$ cat src/rtl/conway_pkg.sv
// Shared types for the Game of Life run controller.
// Holds the command, halt-reason and sequencer-state encodings.
// halt_check() picks the halt reason after a generation check; both RUN ticks and STEP use it.
package conway_pkg;

  // Command opcodes carried on cmd_op
  typedef enum logic [1:0] {
    OP_LOAD  = 2'd0,
    OP_RUN   = 2'd1,
    OP_STEP  = 2'd2,
    OP_PAUSE = 2'd3
  } cmd_op_t;

  // Reason for the most recent return to IDLE from RUN/STEP
  typedef enum logic [1:0] {
    HALT_TARGET  = 2'd0,
    HALT_PAUSED  = 2'd1,
    HALT_STABLE  = 2'd2,
    HALT_EXTINCT = 2'd3
  } halt_reason_t;

  // Sequencer FSM states
  typedef enum logic [1:0] {
    ST_IDLE = 2'd0,
    ST_LOAD = 2'd1,
    ST_RUN  = 2'd2,
    ST_STEP = 2'd3
  } seq_state_t;

  localparam int GEN_W_DEFAULT    = 16;
  localparam int PERIOD_W_DEFAULT = 24;

  // Extinction outranks stability. A live, changing grid advances and reports TARGET
  // (the caller decides whether TARGET actually ends the run).
  function automatic halt_reason_t halt_check(input logic alive, input logic changed);
    if (!alive)
      return HALT_EXTINCT;
    else if (!changed)
      return HALT_STABLE;
    else
      return HALT_TARGET;
  endfunction

endpackage

$ cat src/rtl/conway_sequencer_tick_prescaler.sv
// Generation pacing counter: tick is high on the cycle the count equals period.
// Ports: clk, rst (async active-low), clear (hold count at 0, no tick), period, tick.
// The count returns to 0 after every tick, so ticks are period+1 cycles apart (period=0 ticks every cycle).
module tick_prescaler #(
  parameter int PERIOD_W = 24
) (
  input  logic                clk,
  input  logic                rst,
  input  logic                clear,
  input  logic [PERIOD_W-1:0] period,
  output logic                tick
);

  logic [PERIOD_W-1:0] presc;

  assign tick = !clear && (presc == period);

  always_ff @(posedge clk or negedge rst) begin
    if (!rst) begin
      presc <= '0;
    end else if (clear || tick) begin
      presc <= '0;
    end else begin
      presc <= presc + 1'b1;
    end
  end

endmodule

$ cat src/rtl/conway_sequencer.sv
// Run controller for the cell array: takes LOAD/RUN/STEP/PAUSE commands, drives grid_rst/grid_ena.
// Ports: cmd_* valid/ready command channel; grid_alive/grid_changed status in; grid_rst/grid_ena out;
//        gen_count, busy, done (one-cycle pulse), halt_reason status out.
// Commands are accepted in IDLE and RUN. grid_* and cmd_ready/busy are decoded from state.
module conway_sequencer
  import conway_pkg::*;
#(
  parameter int GEN_W    = GEN_W_DEFAULT,
  parameter int PERIOD_W = PERIOD_W_DEFAULT
) (
  input  logic                clk,
  input  logic                rst,
  input  logic                cmd_valid,
  output logic                cmd_ready,
  input  logic [1:0]          cmd_op,
  input  logic [GEN_W-1:0]    cmd_count,
  input  logic [PERIOD_W-1:0] period,
  input  logic                grid_alive,
  input  logic                grid_changed,
  output logic                grid_rst,
  output logic                grid_ena,
  output logic [GEN_W-1:0]    gen_count,
  output logic                busy,
  output logic                done,
  output logic [1:0]          halt_reason
);

  seq_state_t          state;
  logic [GEN_W-1:0]    gens_left;
  logic [PERIOD_W-1:0] per_q;
  halt_reason_t        reason_q;

  cmd_op_t op;
  logic    accept;
  logic    tick;
  logic    advance;
  logic    pause_req;
  logic    load_req;
  logic    preempt;

  assign op     = cmd_op_t'(cmd_op);
  assign accept = cmd_valid && cmd_ready;

  // Outside RUN the prescaler is held clear, so a new RUN always starts counting from 0
  tick_prescaler #(
    .PERIOD_W(PERIOD_W)
  ) u_presc (
    .clk    (clk),
    .rst    (rst),
    .clear  (state != ST_RUN),
    .period (per_q),
    .tick   (tick)
  );

  // A generation may only advance when the grid is both alive and still changing
  assign advance = grid_alive && grid_changed;

  // PAUSE or LOAD accepted during RUN leaves RUN this cycle, so it wins over a tick
  assign pause_req = accept && (state == ST_RUN) && (op == OP_PAUSE);
  assign load_req  = accept && (state == ST_RUN) && (op == OP_LOAD);
  assign preempt   = pause_req || load_req;

  assign cmd_ready   = (state == ST_IDLE) || (state == ST_RUN);
  assign busy        = (state != ST_IDLE);
  assign grid_rst    = (state == ST_LOAD);
  assign grid_ena    = ((state == ST_STEP) && advance) ||
                       ((state == ST_RUN) && tick && !preempt && advance);
  assign halt_reason = reason_q;

  always_ff @(posedge clk or negedge rst) begin
    if (!rst) begin
      state     <= ST_IDLE;
      gens_left <= '0;
      per_q     <= '0;
      gen_count <= '0;
      done      <= 1'b0;
      reason_q  <= HALT_TARGET;
    end else begin
      done <= 1'b0;

      // Wraps silently at 2^GEN_W
      if (grid_ena)
        gen_count <= gen_count + 1'b1;

      case (state)
        ST_IDLE: begin
          if (accept) begin
            case (op)
              OP_LOAD: state <= ST_LOAD;
              OP_RUN: begin
                state     <= ST_RUN;
                gens_left <= cmd_count;
                per_q     <= period;
              end
              OP_STEP: state <= ST_STEP;
              default: state <= ST_IDLE;  // PAUSE while idle is a no-op
            endcase
          end
        end

        ST_LOAD: begin
          gen_count <= '0;
          state     <= ST_IDLE;
        end

        ST_STEP: begin
          state    <= ST_IDLE;
          done     <= 1'b1;
          reason_q <= halt_check(grid_alive, grid_changed);
        end

        ST_RUN: begin
          if (pause_req) begin
            state    <= ST_IDLE;
            done     <= 1'b1;
            reason_q <= HALT_PAUSED;
          end else if (load_req) begin
            state <= ST_LOAD;
          end else if (tick) begin
            if (!advance) begin
              state    <= ST_IDLE;
              done     <= 1'b1;
              reason_q <= halt_check(grid_alive, grid_changed);
            end else if (gens_left == GEN_W'(1)) begin
              state    <= ST_IDLE;
              done     <= 1'b1;
              reason_q <= HALT_TARGET;
            end else if (gens_left != '0) begin
              // A count of 0 means unlimited and is never decremented
              gens_left <= gens_left - 1'b1;
            end
          end
        end

        default: state <= ST_IDLE;
      endcase
    end
  end

endmodule

$ cat config.mk
export PLATFORM = sky130hd
export DESIGN_NAME = conway_sequencer
export DESIGN_NICKNAME = d
export VERILOG_FILES = /design/src/rtl/conway_pkg.sv /design/src/rtl/conway_sequencer_tick_prescaler.sv /design/src/rtl/conway_sequencer.sv
export SDC_FILE = /design/constraint.sdc
export NUM_CORES = 1
export LEC_CHECK = 0
export CAP_MARGIN = 20
export CORE_MARGIN = 10
export CORE_UTILIZATION = 55
export CTS_CLUSTER_SIZE = 40
export DETAILED_ROUTE_END_ITERATION = 16
export HOLD_SLACK_MARGIN = 0.15
export PLACE_DENSITY_LB_ADDON = 0.12
export SETUP_SLACK_MARGIN = 0.3
export SYNTH_ARGS = -nofsm -noshare
export SYNTH_HDL_FRONTEND = slang
export SYNTH_HIERARCHICAL = 1
export SYNTH_SLANG_ARGS = --single-unit
$ cat constraint.sdc
create_clock -name clk -period 7.1 [get_ports clk]
set_input_delay 2.13 -clock clk [delete_from_list [all_inputs] [get_ports clk]]
set_output_delay 2.13 -clock clk [all_outputs]
set_load 0.1 [all_outputs]
==> impl_metrics.toml <==
[setup_path]
worstSetupStartpointType = "input port"
ff2ff_setup_slack_ps = 3880
worstPathCellList = "clkdlybuf4s50_1 > inv_1 > ha_1 > nor2_1 > o211a_1 > buf_4"
crit_type = "input port to primary output"
crit_buf_inv = 3
path_delay_family = "buffers and inverters"
slowest_stage = "clkdlybuf4s50_1"
crit_path_end_kind = "primary output"
slowest_delay_ps = 520
path_max_fanout = 6
critPathArrivalTime_ps = 3810
crit_required_ps = 4970

[timing]
setup_violations = 0
tightest_slew_ps = 981.4
rsz0062_at_grt = "no"
slew_headroom = 0.3437
timing.final.max_slew_violations = 0
fin_setup_tns_ps = 0
min_period_ps = 5941
max_freq_mhz = 168.3
worst_clock_skew_ps = 15.19
whs_ps = 531.5
finalHoldViolations = 0
timing.final.crit_share = 0.8368

[synthesis]
synth.distinct_cells = 59
synth_area_um2 = 4818
synth_compound_area_frac = 0.1831
synth_edf_count = 0
syn_area_per_cell_um2 = 10.10
synthXorXnorAreaFrac = 0.07271
synth_common_cells = "85 x dfrtp_1, 29 x xnor2_1, 26 x nand2_1"
synth_fp_nets = 533
synth-simple-area-share = 0.1776
synth_top_area_frac = 0.4414
async_reset_ff_frac = 1.000
synth_ff_type = "dfrtp_1"
synth-adder-area-share = 0.02337
muxShareOfSynthArea = 0.06050
synth_top_area_cell = "dfrtp_1"
synth_area_leaders = "dfrtp_1 44%, mux2_2 5.8%, xnor2_1 5.3%"
syn_inst = 477
yosysSeqAreaShare = 0.4414
synth-seq-cells = 85
synth.most_common_cell = "dfrtp_1"
synth_warnings = 6
synth_top_family_by_area = "compound AO/OA/AOI/OAI gates"

[drt]
ant_nets = 0
routedWlPerCell_um = 18.11
first_pass_iters = 5
num_vias = 4026
drt-total-wl_um = 11740
drt_first_iter_violations = 299
post-route-drc-count = 0
vias_per_cell = 6.213

[layout]
final_nets = 591
fill_cells = 716
syn2layout_area_growth_pct = 19.61
multi_input_area_um2 = 2516
antenna_cells = 0
instances_no_fill = 648
regArea_um2 = 2127
fin_util = 0.6673
drive_above_1_share = 0.1148

[clock_network]
cts_resized = 0
cts.clk_slew.worst_paths_ps = 90
cts_root_buf = "clkbuf_8"
cts_tree = "done"
clkSinkCount = 85
ctsLongestPathBuffers = 2
clock_latency_ps = 350
ctsHoldBuffers = 0
cts.htree.levels = 3
cts_setup_buffers = 0
numCtsBuffers = 9

[grt]
grt_max_degree = 55
grt.met3_usage = 0.03465
grt_overflow = 0
grtUsageMet2 = 0.2860
grt_antenna_before_repair = 0
grt_pass1_wl_um = 19630
busiest_layer = "met2"
use_met1 = 0.2437
grt_pass1_vias = 3929
track_usage = 0.1813

[floorplanning]
initial_utilization = 0.5580
row_count = 34
fp.coreArea_um2 = 8636
die_x_um = 113.6
ios = 70
dieArea_um2 = 12910
die_h_um = 113.6

[power_and_ir_drop]
finalPower_w = 0.001650
power.density_nw_per_um2 = 286.3
power.leakage_nw = 2.210
intPower_w = 0.0009884
clkPwrFrac = 0.199
sequentialPowerShare = 0.451
pwr-share-comb = 0.351
p_sw_frac = 0.4009
p_sw_w = 0.0006616
peakVddDrop_uv = 230.0

[placed_design]
gp_congestion = 0.8558
dp_cells = 632
io_buffers = 69
dp_hpwl_um = 8288

[job]
maxCapViolations = 0

[run_status]
status = "finished, final reports clean"

[worst_hold_path]
hp-class = "flip-flop to flip-flop"
logic make-up (layout without fill, tap and decap cells):
family	after synthesis	count (layout)
compound gates	123	123
xor+xnor	40	40
fa+ha+maj	9	9
buf+inv	46	109
flops	85	85
mux	26	26
simple gates	148	148
per-stage QoR:
step,cell area [um2],worst slack (ps)
global placement,5580,1217
CTS,5763,1164
finish,5763,1159
floorplan,4818,1567
detailed placement,5580,1170
global route,5763,1012
state kept, by name, summed over array words and instances (netlist names):
register and count:
done 1, gen_count 16, gens_left 16, halt_reason 2, per_q 24, state 2
u_presc/presc 24
final cells by class:
type,count,area share
clock inverter,6,0.009553
multi-input combinational,346,0.4366
sequential,85,0.3691
inverter,17,0.01107
timing repair buffer,76,0.1281
tap,108,0.02345
clock buffer,10,0.02214
layer usage:
metal | wire (um) | share of wire | up-vias
met5 | 0 | 0 | -
met4 | 187 | 0.016 | 0
met3 | 628 | 0.054 | 15
met2 | 5731 | 0.49 | 123
met1 | 5188 | 0.44 | 1970
li1 | - | - | 1918
final timing paths:
| kind | depth (start not counted) | start | endpoint |
|---|---|---|---|
| min in group asynchronous | 1 | rst | per_q[6] |
| max in group asynchronous | 2 | rst | state[1] |
| hold reg to reg | 1 | u_presc/presc[0] | u_presc/presc[0] |
| hold / removal | 1 | u_presc/presc[0] | u_presc/presc[0] |
| setup / recovery | 6 | cmd_op[0] | grid_ena |
| setup reg to reg | 9 | u_presc/presc[20] | gen_count[13] |
cell usage in the layout (no fill, tap or decap), types with 4 or more instances in the layout:
| cell type | netlist | final |
|---|---|---|
| clkdlybuf4s50_1 | 0 | 67 |
| o211ai_1 | 4 | 4 |
| dfrtp_1 | 85 | 85 |
| ha_1 | 9 | 9 |
| mux2_2 | 25 | 25 |
| or3_1 | 12 | 12 |
| o31ai_1 | 11 | 11 |
| and4_1 | 7 | 7 |
| clkbuf_8 | 0 | 9 |
| xnor2_1 | 29 | 29 |
| a21oi_1 | 20 | 20 |
| nor3_1 | 5 | 5 |
| a211oi_1 | 19 | 19 |
| a31oi_1 | 4 | 4 |
| inv_1 | 17 | 17 |
| nand2_1 | 26 | 26 |
| nor4_1 | 5 | 5 |
| buf_4 | 2 | 9 |
| nand3_1 | 15 | 15 |
| nand4_1 | 17 | 17 |
| and3_1 | 8 | 8 |
| or4_1 | 10 | 10 |
| a221oi_1 | 8 | 8 |
| o22ai_1 | 5 | 5 |
| nor2_1 | 24 | 24 |
| xor2_1 | 11 | 11 |
| o21ai_0 | 21 | 21 |
power by group through the flow:
stage | clock [W] | combinational [W] | sequential [W]
2_1_floorplan | 0 | 0.000393 | 0.000763
3_3_place_gp | 0 | 0.000566 | 0.000749
3_5_place_dp | 0 | 0.000576 | 0.000753
4_1_cts | 0.000333 | 0.000580 | 0.000745
5_1_grt | 0.000353 | 0.000630 | 0.000763
6_report | 0.000328 | 0.000578 | 0.000744
Power figures use the tool's default switching activity.
